<file path="config.mk">
export PLATFORM = sky130hd
export DESIGN_NAME = junction_phase_scheduler_flat
export DESIGN_NICKNAME = d
export VERILOG_FILES = /design/src/rtl/junction_phase_scheduler_if.sv /design/src/rtl/junction_phase_scheduler.sv /design/src/flat_wrapper.sv
export SDC_FILE = /design/constraint.sdc
export NUM_CORES = 1
export LEC_CHECK = 0
export ABC_CLOCK_PERIOD_IN_PS = 3900
export CORE_AREA = 2 2 60 51
export CTS_CLUSTER_SIZE = 10
export DETAILED_ROUTE_END_ITERATION = 8
export DIE_AREA = 0 0 62 53
export PLACE_DENSITY_LB_ADDON = 0.1
export SKIP_CTS_REPAIR_TIMING = 1
export SLEW_MARGIN = 0
export SYNTH_ARGS = -nofsm -noshare
export SYNTH_HDL_FRONTEND = slang
export SYNTH_SLANG_ARGS = --single-unit
</file>
<file path="constraint.sdc">
create_clock -name clk -period 3.9 [get_ports clk]
set_input_delay 0.78 -clock clk [delete_from_list [all_inputs] [get_ports clk]]
set_output_delay 0.78 -clock clk [all_outputs]
set_load 0.05 [all_outputs]
</file>
<file path="src/rtl/junction_phase_scheduler_if.sv">
// Request inputs and light/status outputs of the junction phase scheduler.
// The master side drives requests; the scheduler is the slave.
interface junction_phase_scheduler_if;
   logic       tick;
   logic       country_req;
   logic       ped_req;
   logic       emerg;
   logic [2:0] highway_lights;
   logic [2:0] country_lights;
   logic       ped_walk;
   logic       ped_wait;
   logic [2:0] phase;

   modport master (
      output tick, country_req, ped_req, emerg,
      input  highway_lights, country_lights, ped_walk, ped_wait, phase
   );

   modport slave (
      input  tick, country_req, ped_req, emerg,
      output highway_lights, country_lights, ped_walk, ped_wait, phase
   );
endinterface

</file>
<file path="src/rtl/junction_phase_scheduler.sv">
// Demand-driven highway/country-road junction scheduler with pedestrian
// walk phase and emergency pre-empt back to highway green.
module junction_phase_scheduler #(
   parameter int unsigned MIN_GREEN        = 8,
   parameter int unsigned MAX_GREEN        = 16,
   parameter int unsigned YELLOW_DURATION  = 3,
   parameter int unsigned ALL_RED_DURATION = 1,
   parameter int unsigned WALK_DURATION    = 6
) (
   input logic clk,
   input logic reset,
   junction_phase_scheduler_if.slave bus
);

   typedef enum logic [2:0] {
      HG  = 3'd0,
      HY  = 3'd1,
      AR1 = 3'd2,
      CG  = 3'd3,
      CY  = 3'd4,
      AR2 = 3'd5,
      PW  = 3'd6,
      ILL = 3'd7
   } state_e;

   typedef enum logic {
      GR_CTRY = 1'b0,
      GR_PED  = 1'b1
   } req_e;

   localparam logic [7:0] MIN_M1  = 8'(MIN_GREEN - 1);
   localparam logic [7:0] MAX_M1  = 8'(MAX_GREEN - 1);
   localparam logic [7:0] YEL_M1  = 8'(YELLOW_DURATION - 1);
   localparam logic [7:0] AR_M1   = 8'(ALL_RED_DURATION - 1);
   localparam logic [7:0] WALK_M1 = 8'(WALK_DURATION - 1);

   state_e     state_q, state_d;
   logic [7:0] cnt_q, cnt_d;
   logic       ctry_pend_q, ctry_pend_d;
   logic       ped_pend_q, ped_pend_d;
   req_e       grant_q, grant_d;
   req_e       last_q, last_d;

   logic min_done, max_done, yel_done, ar_done, walk_done;

   assign min_done  = bus.tick && (cnt_q >= MIN_M1);
   assign max_done  = bus.tick && (cnt_q == MAX_M1);
   assign yel_done  = bus.tick && (cnt_q == YEL_M1);
   assign ar_done   = bus.tick && (cnt_q == AR_M1);
   assign walk_done = bus.tick && (cnt_q == WALK_M1);

   always_comb begin
      state_d = state_q;
      grant_d = grant_q;
      last_d  = last_q;
      unique case (state_q)
         HG: begin
            if (min_done && (ctry_pend_q || ped_pend_q) && !bus.emerg) begin
               state_d = HY;
               // Alternate when both wait so neither starves
               if (ctry_pend_q && ped_pend_q)
                  grant_d = (last_q == GR_CTRY) ? GR_PED : GR_CTRY;
               else if (ctry_pend_q)
                  grant_d = GR_CTRY;
               else
                  grant_d = GR_PED;
            end
         end
         HY: if (yel_done) state_d = AR1;
         AR1: begin
            if (ar_done) begin
               if (bus.emerg) begin
                  state_d = HG;
               end else if (grant_q == GR_CTRY) begin
                  state_d = CG;
                  last_d  = GR_CTRY;
               end else begin
                  state_d = PW;
                  last_d  = GR_PED;
               end
            end
         end
         CG: begin
            if (bus.emerg || (min_done && !bus.country_req) || max_done)
               state_d = CY;
         end
         CY:  if (yel_done) state_d = AR2;
         PW:  if (bus.emerg || walk_done) state_d = AR2;
         AR2: if (ar_done) state_d = HG;
         ILL: state_d = HG;
         default: state_d = HG;
      endcase
   end

   always_comb begin
      cnt_d = cnt_q;
      if (state_d != state_q)
         cnt_d = '0;
      else if (bus.tick && (cnt_q != 8'hFF))
         cnt_d = cnt_q + 8'd1;
   end

   // Clearing on the entry edge wins over a request in the same cycle
   assign ctry_pend_d = (state_d == CG && state_q != CG) ? 1'b0
                      : (ctry_pend_q | bus.country_req);
   assign ped_pend_d  = (state_d == PW && state_q != PW) ? 1'b0
                      : (ped_pend_q | bus.ped_req);

   always_ff @(posedge clk or negedge reset) begin
      if (!reset) begin
         state_q     <= HG;
         cnt_q       <= '0;
         ctry_pend_q <= 1'b0;
         ped_pend_q  <= 1'b0;
         grant_q     <= GR_CTRY;
         last_q      <= GR_PED;
      end else begin
         state_q     <= state_d;
         cnt_q       <= cnt_d;
         ctry_pend_q <= ctry_pend_d;
         ped_pend_q  <= ped_pend_d;
         grant_q     <= grant_d;
         last_q      <= last_d;
      end
   end

   always_comb begin
      bus.highway_lights = 3'b100;
      bus.country_lights = 3'b100;
      bus.ped_walk       = 1'b0;
      bus.phase          = state_q;
      unique case (state_q)
         HG:  bus.highway_lights = 3'b001;
         HY:  bus.highway_lights = 3'b010;
         CG:  bus.country_lights = 3'b001;
         CY:  bus.country_lights = 3'b010;
         PW:  bus.ped_walk       = 1'b1;
         ILL: begin
            bus.highway_lights = 3'b001;
            bus.phase          = HG;
         end
         default: ;
      endcase
   end

   assign bus.ped_wait = ped_pend_q;

endmodule

</file>
<file path="src/flat_wrapper.sv">
// flat-port wrapper written by rule: the top's interface ports become plain ports
module junction_phase_scheduler_flat 
#(
   parameter int unsigned MIN_GREEN        = 8,
   parameter int unsigned MAX_GREEN        = 16,
   parameter int unsigned YELLOW_DURATION  = 3,
   parameter int unsigned ALL_RED_DURATION = 1,
   parameter int unsigned WALK_DURATION    = 6
)
  (clk, reset, bus_tick, bus_country_req, bus_ped_req, bus_emerg, bus_highway_lights, bus_country_lights, bus_ped_walk, bus_ped_wait, bus_phase);
  junction_phase_scheduler_if bus_i ();
  input logic clk;
  input logic reset;
  input wire logic [$bits(bus_i.tick)-1:0] bus_tick;
  input wire logic [$bits(bus_i.country_req)-1:0] bus_country_req;
  input wire logic [$bits(bus_i.ped_req)-1:0] bus_ped_req;
  input wire logic [$bits(bus_i.emerg)-1:0] bus_emerg;
  output wire logic [$bits(bus_i.highway_lights)-1:0] bus_highway_lights;
  output wire logic [$bits(bus_i.country_lights)-1:0] bus_country_lights;
  output wire logic [$bits(bus_i.ped_walk)-1:0] bus_ped_walk;
  output wire logic [$bits(bus_i.ped_wait)-1:0] bus_ped_wait;
  output wire logic [$bits(bus_i.phase)-1:0] bus_phase;
  assign bus_i.tick = bus_tick;
  assign bus_i.country_req = bus_country_req;
  assign bus_i.ped_req = bus_ped_req;
  assign bus_i.emerg = bus_emerg;
  assign bus_highway_lights = bus_i.highway_lights;
  assign bus_country_lights = bus_i.country_lights;
  assign bus_ped_walk = bus_i.ped_walk;
  assign bus_ped_wait = bus_i.ped_wait;
  assign bus_phase = bus_i.phase;
  junction_phase_scheduler #(.MIN_GREEN(MIN_GREEN), .MAX_GREEN(MAX_GREEN), .YELLOW_DURATION(YELLOW_DURATION), .ALL_RED_DURATION(ALL_RED_DURATION), .WALK_DURATION(WALK_DURATION)) u_core (.clk(clk), .reset(reset), .bus(bus_i));
endmodule
</file>
==> results.md, run 1 <==
- Max incr delay on CP: 820 ps
- Sequential share of the synthesized area: 0.327
- Residual DRC: 0
- P&R area growth vs syn: 16.5%
- Die Ht: 53 microns
- Worst Setup Path Type: reg2out
- Hpwl dp: 2090 microns
- Chip width: 62 microns
- Synth Register Bits: 15
- Htree depth: 1
- WL/cell: 15.2 microns
- Critical Path, Cell by Cell: or2_2, o21ai_0, clkdlybuf4s50_1
- Slowest CP cell: clkdlybuf4s50_1
- Via count: 1075
- Cell Pwr Density: 652 nW/um^2
- Synth Instances: 136
- Gpl congestion: 0.875
- Stages on the worst setup path: 3
- Total CTS buffers: 3
- Post-synth top area cell: dfrtp_1
- Largest net degree at the start of global routing: 19
- Vias per cell: 5.81
- Setup_tns: 0 ps
- Clock latency on the worst-skew pair: 300 ps
- Starting Density: 0.433
- Max Buffers Root-to-Sink: 2
- Max IR drop VDD: 312 uV
- Final setup vio count: 0
- Seq. cell area: 377 sq um
- Clock transition at path regs: 100 ps
- Root buffer cell: clkbuf_4
- Flop2flop setup slack: 1400 ps
- Number of routed nets with antenna violations: 0
- Nets: 158
- Status: completed
- Final hold vios: 0
- Synth top area cells: dfrtp_1 30%, o21ai_0 5.2%, ha_1 4.3%, nor3_1 4.3%, nor4_1 3.8%
- Worst Setup Start Kind: flop
- Syn nets: 146
- Fin area: 1340 sq um
- Core Area: 2660 sq um
- Worst hold stages: 2
- Fin crit period: 2980 ps
- Clock Sinks: 15
- Global-route usage over all layers: 0.209
- Type of element capturing the critical path: primary output
- Max_slew headroom: 0.472
- Top Ports: 17
- # diodes: 0
- Port Buf Inserts: 16
- Fmax: 0.336 GHz
- Area occupied by multi-input gates: 709 sq um
- Final wirelength: 2810 microns
- Cell family with most CP delay: buffers and inverters
- Post-synth top area share: 0.304
- Final clock period utilization by the worst path: 0.764
- Die area: 3290 sq um
- Row count: 17
- Initial antenna violation count: 0
- CP arrival: 2200 ps
- CP Buf/Inv Count: 1
- First-pass GRT wire length: 5000 microns
- LEAKAGE: 0.521 nW
- Library cells used by synthesis: 46
- HP Class: reg2reg
- Worst clock skew: 7.06 ps
- Slew @ Worst Pin: 785 ps
- Peak fanout along the critical path: 15
- Placed inst area: 1320 sq um
- Synth Warn #: 0
- Synth Area per Inst: 8.47 sq um
- Netlist Area Pre-Place: 1150 sq um
- DRT Pass-1 Iters: 5
- Congestion Overflow GR: 0
- Initial DRC count: 39
- RSZ-0062 raised after global routing: no
- Number of global-route vias before repair: 1063
- Fillcell total: 270
- Final Max Slew Viols: 0
- Share of cells above drive strength 1: 0.0748
- FF-to-FF path depth: 5
- Max Cap Violations: 0
- CP Data Required Time: 3120 ps
- CTS tree: yes
==> layout make-up <==
cell class / count / area share
inverter: 6 / 0.0168
multi-input combinational: 106 / 0.528
sequential: 15 / 0.281
timing repair buffer: 16 / 0.119
clock buffer: 4 / 0.0196
tap: 38 / 0.0354
==> sequential cells by signal (all words and copies together), names as in the netlist <==
signal / count
u_core.cnt_q: 8
u_core.state_q: 3
u_core.bus.ped_wait: 1
u_core.ctry_pend_q: 1
u_core.grant_q: 1
u_core.last_q: 1
==> routing by layer <==
layer	vias to the layer above	wire, microns	GRT usage
li1	531	-	-
met1	513	1370	0.274
met2	26	1300	0.339
met3	5	107	0.0513
met4	0	26	0.0532
met5	-	0	0
==> path summary, 6_finish.rpt <==
| kind | from | end |
|---|---|---|
| worst max-delay path | u_core.state_q[0]$_DFF_PN0_ | bus_highway_lights[0] |
| worst min-delay path | u_core.last_q$_DFFE_PN1P_ | u_core.last_q$_DFFE_PN1P_ |
| worst max register to register | u_core.cnt_q[7]$_DFFE_PN0P_ | u_core.cnt_q[7]$_DFFE_PN0P_ |
| worst min register to register | u_core.last_q$_DFFE_PN1P_ | u_core.last_q$_DFFE_PN1P_ |
| max in group asynchronous | reset | u_core.grant_q$_DFFE_PN0P_ |
| min in group asynchronous | reset | u_core.cnt_q[5]$_DFFE_PN0P_ |
==> worst reg2reg max path, stage by stage, from the launching register on <==
cell     delay (ps)
dfrtp_1         450
nor4_1          710
a21oi_1         250
o21ai_0         520
nor2_1          180
nor4_1          280
==> stage by stage <==
stage | cells | hold WS, ps | total power, mW | util | worst slack [ps]
after floorplan | 136 | 437 | 0.644 | - | 661
after global placement | 181 | 452 | 0.774 | 0.495 | 924
after detailed placement | 181 | 452 | 0.784 | 0.495 | 768
after CTS | 185 | 468 | 0.880 | 0.505 | 926
after global routing | 185 | 514 | 0.939 | 0.505 | 783
final | 185 | 465 | 0.876 | 0.505 | 922
==> kinds of logic (layout without fill, tap and decap cells) <==
kind of cell             after synthesis  after routing  share of synthesized area
buffers and inverters                 15             26                     0.0575
XOR/XNOR                               4              4                     0.0304
flip-flops                            15             15                      0.327
AO/OA/AOI/OAI                         37             37                      0.218
AND/OR/NAND/NOR                       57             57                      0.287
adder cells (fa/ha/maj)                4              4                     0.0434
multiplexers                           4              4                     0.0369
==> cells in the mapped netlist (all sizes together) <==
| library cell | count |
|---|---|
| dfrtp | 14 |
| o21ai | 13 |
| nand2 | 10 |
| nor3 | 10 |
| nand3 | 7 |
| nor2 | 7 |
| nor4 | 7 |
| clkbuf | 6 |
| inv | 6 |
| a21oi | 5 |
| o211ai | 5 |
| ha | 4 |
| buf | 3 |
| o21a | 3 |
| xor2 | 3 |
| a31oi | 2 |
| and3b | 2 |
| mux2 | 2 |
| mux2i | 2 |
| nand3b | 2 |
| nor4b | 2 |
| a2111o | 1 |
| a211oi | 1 |
| a21boi | 1 |
| a21o | 1 |
| a22o | 1 |
| and3 | 1 |
| and4 | 1 |
| and4b | 1 |
| dfstp | 1 |
| nand2b | 1 |
| nand4 | 1 |
| nand4b | 1 |
| nand4bb | 1 |
| nor4bb | 1 |
| o2111ai | 1 |
| o21ba | 1 |
| o21bai | 1 |
| o22a | 1 |
| or2 | 1 |
| or4 | 1 |
| xnor2 | 1 |
==> power by group <==
| part | internal (mW) | total (mW) | switching (mW) |
|---|---|---|---|
| logic | 0.191 | 0.503 | 0.312 |
| registers | 0.193 | 0.277 | 0.0843 |
| clock network | 0.0399 | 0.0951 | 0.0552 |
==> layout by cell type (no fill, tap or decap), types with 4 or more instances in the layout <==
master | synthesis | routed
nor3_1 | 10 | 10
o21ai_0 | 12 | 12
a21oi_1 | 5 | 5
nor2_1 | 7 | 7
o211ai_1 | 5 | 5
ha_1 | 4 | 4
nor4_1 | 7 | 7
clkdlybuf4s50_1 | 0 | 16
dfrtp_1 | 14 | 14
nand3_1 | 7 | 7
inv_1 | 6 | 6
nand2_1 | 10 | 10
No activity file was read; power rests on OpenSTA's default activity.
==> inputs of run 2 (changes only) <==
- ABC_CLOCK_PERIOD_IN_PS: 3900 -> 2790
- clock period: 3.9 -> 2.79 ns (I/O delays scaled with it)
==> run 2 against run 1 <==
Effect of this change: sequential cell count unchanged; via count is 1.9% higher; utilization up 2.2 points; final cell count is 3.2% higher; combinational power grew 46%; hold slack lost 4.6 ps; wire length increased by 1.6%; sequential power is 39% higher; largest power group unchanged; sequential share of layout area decreased by 1.2 points; final area is 4.3% higher; first-iteration DRC count grew 95%.
==> results.md, run 2 (same netlist as run 1, synthesis figures left out) <==
- LEAKAGE: 0.561 nW
- Type of element capturing the critical path: primary output
- Cell Pwr Density: 886 nW/um^2
- Most frequent cells in the layout: 15 x clkdlybuf4s50_1, 14 x dfrtp_1, 12 x o21ai_0
- CTS tree: yes
- Power share of the clock group: 0.097
- FF-to-FF path depth: 5
- Setup_tns: 0 ps
- Total CTS buffers: 3
- Global-route usage over all layers: 0.193
- Final wirelength: 2850 microns
- Area occupied by multi-input gates: 719 sq um
- P_sw: 636 uW
- Max IR drop VDD: 472 uV
- Hpwl dp: 2250 microns
- Slowest CP cell: clkdlybuf4s50_1
- CP arrival: 2120 ps
- Via count: 1095
- Max incr delay on CP: 830 ps
- Slew @ Worst Pin: 669 ps
- Met2 Use GR: 0.292
- Number of routed nets with antenna violations: 0
- Fin area: 1400 sq um
- Chip width: 62 microns
- HP Class: reg2reg
- CP Buf/Inv Count: 2
- Cell family with most CP delay: buffers and inverters
- Peak fanout along the critical path: 15
- Critical Path, Cell by Cell: inv_1, nor3_2, clkdlybuf4s50_1
- Clock transition at path regs: 90 ps
- CP Data Required Time: 2230 ps
- Root buffer cell: clkbuf_4
- Biggest register: u_core.cnt_q
- Final setup vio count: 0
- First-pass GRT wire length: 4640 microns
- Residual DRC: 0
- Clock Sinks: 15
- DRT Pass-1 Iters: 4
- Gpl congestion: 0.847
- Sw frac: 0.513
- Htree depth: 1
- Initial antenna violation count: 0
- Die area: 3290 sq um
- Port Buf Inserts: 16
- GRT busiest layer: met2
- Clock latency on the worst-skew pair: 270 ps
- Largest net degree at the start of global routing: 19
- Commonest non-fill, non-tap cell in the layout: clkdlybuf4s50_1
- Cell Int Power: 605 uW
- Congestion Overflow GR: 0
- Core Area: 2660 sq um
- RSZ-0062 raised after global routing: no
- Met3 usage: 0.0367
- Place WS: 34.2 ps
- Max_slew headroom: 0.553
- Starting Density: 0.433
- WL/cell: 14.9 microns
- Largest registers: u_core.cnt_q x8, u_core.state_q x3
- Placed inst area: 1370 sq um
- Die Ht: 53 microns
- Top Ports: 17
- Fmax: 0.374 GHz
- Final Max Slew Viols: 0
- Final clock period utilization by the worst path: 0.959
- Max Cap Violations: 0
- Share of cells above drive strength 1: 0.124
- Worst Setup Start Kind: flop
- Post-layout util: 0.527
- Status: completed
- Total power: 1.24 mW
- # diodes: 0
- GR Layer Usage met1: 0.279
- P&R area growth vs syn: 21.5%
- Row count: 17
- Seq. cell area: 377 sq um
- Largest register FFs: 8
- Combinational share of power: 0.592
- Nets: 164
- Fin crit period: 2680 ps
- Worst clock skew: 1.75 ps
- Vias per cell: 5.73
- Max Buffers Root-to-Sink: 2
- Post-route setup slack: 114 ps
- Reg power frac: 0.311
- Worst Setup Path Type: reg2out
- Stages on the worst setup path: 3
- Final hold vios: 0
- Number of global-route vias before repair: 1028
- Fillcell total: 254
- Worst hold stages: 2
- Initial DRC count: 76
-- run 2: cell types whose count changed in the layout (fill, tap and decap cells not counted), sizes merged --
cell / previous run / this run
buf: 0 / 6
dlymetal6s2s: 0 / 1
clkdlybuf4s50: 16 / 15
-- run 2: area by class of cell --
cell class	count	share of cell area
sequential	15	0.269
clock buffer	4	0.0188
multi-input combinational	106	0.514
inverter	6	0.0161
timing repair buffer	22	0.148
tap	38	0.0340
-- run 2: through the flow --
stage	hold WS [ps]	std cells
floorplan	262	136
global placement	453	187
detailed placement	447	187
CTS	462	191
global route	487	191
finish	460	191
-- run 2: power by group through the flow --
stage | clock network, mW | registers, mW | logic, mW
after CTS | 0.124 | 0.381 | 0.739
after detailed placement | 0 | 0.386 | 0.737
final | 0.120 | 0.385 | 0.735
after floorplan | 0 | 0.309 | 0.599
after global placement | 0 | 0.385 | 0.730
after global routing | 0.133 | 0.398 | 0.800
-- run 2: final timing paths --
kind	endpoint	slack (ps)	startpoint
setup / recovery	bus_highway_lights[1]	110	u_core.state_q[0]$_DFF_PN0_
hold / removal	u_core.last_q$_DFFE_PN1P_	460	u_core.last_q$_DFFE_PN1P_
setup reg to reg	u_core.cnt_q[7]$_DFFE_PN0P_	440	u_core.cnt_q[7]$_DFFE_PN0P_
hold reg to reg	u_core.last_q$_DFFE_PN1P_	460	u_core.last_q$_DFFE_PN1P_
max in group asynchronous	u_core.cnt_q[5]$_DFFE_PN0P_	1680	reset
min in group asynchronous	u_core.bus.ped_wait$_DFF_PN0_	690	reset
-- run 2: layer usage --
layer / vias to the layer above / routed length (microns) / part of all wire
met4: 0 / 28 / 0.0098
li1: 544 / - / -
met2: 45 / 1250 / 0.44
met5: - / 0 / 0
met1: 500 / 1390 / 0.49
met3: 6 / 178 / 0.062
-- run 2: tightest hold or removal path: stages (launching register included) --
cell	delay, ps
dfstp_2	380
nand2_1	50
nand2_1	40
==> inputs of run 3 (changes only) <==
- REMOVE_ABC_BUFFERS: unset -> 1
==> run 3 against run 2 <==
Effect of this change: first-iteration DRC count is 2.6% higher; sequential power increased by 2%; via count up 0.37%; clock power grew 3%; critical path depth unchanged; wire length down 1.3%; power decreased by 0.90%; register-to-register slack about the same; global-route usage shrank 0.26 points; clock skew is essentially flat; die area is the same; critical endpoint is now bus_country_lights[0]; largest cell class unchanged.
==> results.md, run 3 (same netlist as run 1, synthesis figures left out) <==
- Via count: 1099
- Core Area: 2660 sq um
- Port Buf Inserts: 16
- Fin area: 1380 sq um
- Worst clock skew: 1.32 ps
- Share of cells above drive strength 1: 0.113
- Die area: 3290 sq um
- Largest net degree at the start of global routing: 19
- CP Buf/Inv Count: 1
- Slew @ Worst Pin: 651 ps
- Area occupied by multi-input gates: 709 sq um
- Die Ht: 53 microns
- Clock transition at path regs: 90 ps
- Total CTS buffers: 3
- Htree depth: 1
- Initial antenna violation count: 0
- Biggest register: u_core.cnt_q
- Row count: 17
- Congestion Overflow GR: 0
- Final hold vios: 0
- Gpl congestion: 0.825
- Fin crit period: 2590 ps
- Final clock period utilization by the worst path: 0.930
- Fillcell total: 253
- Max Cap Violations: 0
- Seq. cell area: 378 sq um
- Number of global-route vias before repair: 957
- Worst Setup Path Type: reg2out
- Max incr delay on CP: 820 ps
- Final wirelength: 2810 microns
- LEAKAGE: 0.581 nW
- Fmax: 0.385 GHz
- Most frequent cells in the layout: 13 x clkdlybuf4s50_1, 13 x dfrtp_1, 12 x o21ai_0
- Top Ports: 17
- Max_slew headroom: 0.565
- Global-route usage over all layers: 0.191
- Slowest CP cell: clkdlybuf4s50_1
- HP Class: reg2reg
- Cell family with most CP delay: buffers and inverters
- RSZ-0062 raised after global routing: no
- Clock latency on the worst-skew pair: 290 ps
- Clock Sinks: 15
- DRT Pass-1 Iters: 4
- Starting Density: 0.433
- Critical Path, Cell by Cell: nand2_1, nor2_1, clkdlybuf4s50_1
- Initial DRC count: 78
- Nets: 162
- # diodes: 0
- Placed inst area: 1350 sq um
- Status: completed
- P&R area growth vs syn: 20.0%
- CP arrival: 2040 ps
- Largest register FFs: 8
- Hpwl dp: 2150 microns
- WL/cell: 14.9 microns
- Max IR drop VDD: 571 uV
- Final hold slack: 470 ps
- CP Data Required Time: 2230 ps
- Largest registers: u_core.cnt_q x8, u_core.state_q x3
- CTS tree: yes
- Final Max Slew Viols: 0
- Number of routed nets with antenna violations: 0
- Cell Pwr Density: 889 nW/um^2
- Max Buffers Root-to-Sink: 2
- Residual DRC: 0
- Type of element capturing the critical path: primary output
- Peak fanout along the critical path: 18
- First-pass GRT wire length: 4510 microns
- Chip width: 62 microns
- Root buffer cell: clkbuf_4
- Worst Setup Start Kind: flop
- Final setup vio count: 0
- Vias per cell: 5.81
-- run 3: changes by cell type in the layout (fill, tap and decap cells not counted), sizes merged --
cell	before	now
dlymetal6s2s	1	3
clkbuf	4	3
buf	6	4
clkdlybuf4s50	15	13
clkinv	0	1
-- run 3: final timing paths --
path                                                  start                      endpoint  slack (ps)  depth (start not counted)
worst max-delay path            u_core.state_q[1]$_DFF_PN0_         bus_country_lights[0]         200                          3
max in group asynchronous                             reset   u_core.state_q[2]$_DFF_PN0_        1680                          1
worst min-delay path              u_core.last_q$_DFFE_PN1P_     u_core.last_q$_DFFE_PN1P_         470                          2
worst min register to register    u_core.last_q$_DFFE_PN1P_     u_core.last_q$_DFFE_PN1P_         470                          2
worst max register to register  u_core.cnt_q[7]$_DFFE_PN0P_   u_core.cnt_q[6]$_DFFE_PN0P_         450                          5
min in group asynchronous                             reset  u_core.ctry_pend_q$_DFF_PN0_         660                          1
-- run 3: power breakdown --
part	switching, mW	total (mW)	internal, mW
registers	0.122	0.393	0.271
logic	0.442	0.712	0.270
clock network	0.0707	0.124	0.0534
-- run 3: cell type report --
cell class,instances,share of cell area
clock inverter,1,0.00362
inverter,6,0.0163
multi-input combinational,106,0.513
clock buffer,3,0.0163
timing repair buffer,20,0.143
tap,38,0.0344
sequential,15,0.273
-- run 3: layer usage --
metal,track usage,up-vias,part of all wire
li1,-,538,-
met1,0.302,511,0.51
met2,0.255,45,0.41
met3,0.0220,5,0.060
met4,0.0745,0,0.016
met5,0,-,0
-- run 3: stage by stage --
stage | power (mW) | util | worst slack, ps | cells | TNS, ps
2_1_floorplan | 0.871 | - | -91.4 | 127 | -91.4
3_3_place_gp | 1.10 | 0.506 | 250 | 185 | 0
3_5_place_dp | 1.11 | 0.506 | 175 | 185 | 0
4_1_cts | 1.24 | 0.517 | 53.8 | 189 | 0
5_1_grt | 1.31 | 0.520 | 19.5 | 189 | 0
6_report | 1.23 | 0.520 | 196 | 189 | 0
-- run 3: worst register-to-register path, cell delays in order (launching register included) --
cell,delay [ps]
dfrtp_1,440
or4_1,680
o21a_1,250
a211oi_2,320
a31oi_2,240
nor4_1,310
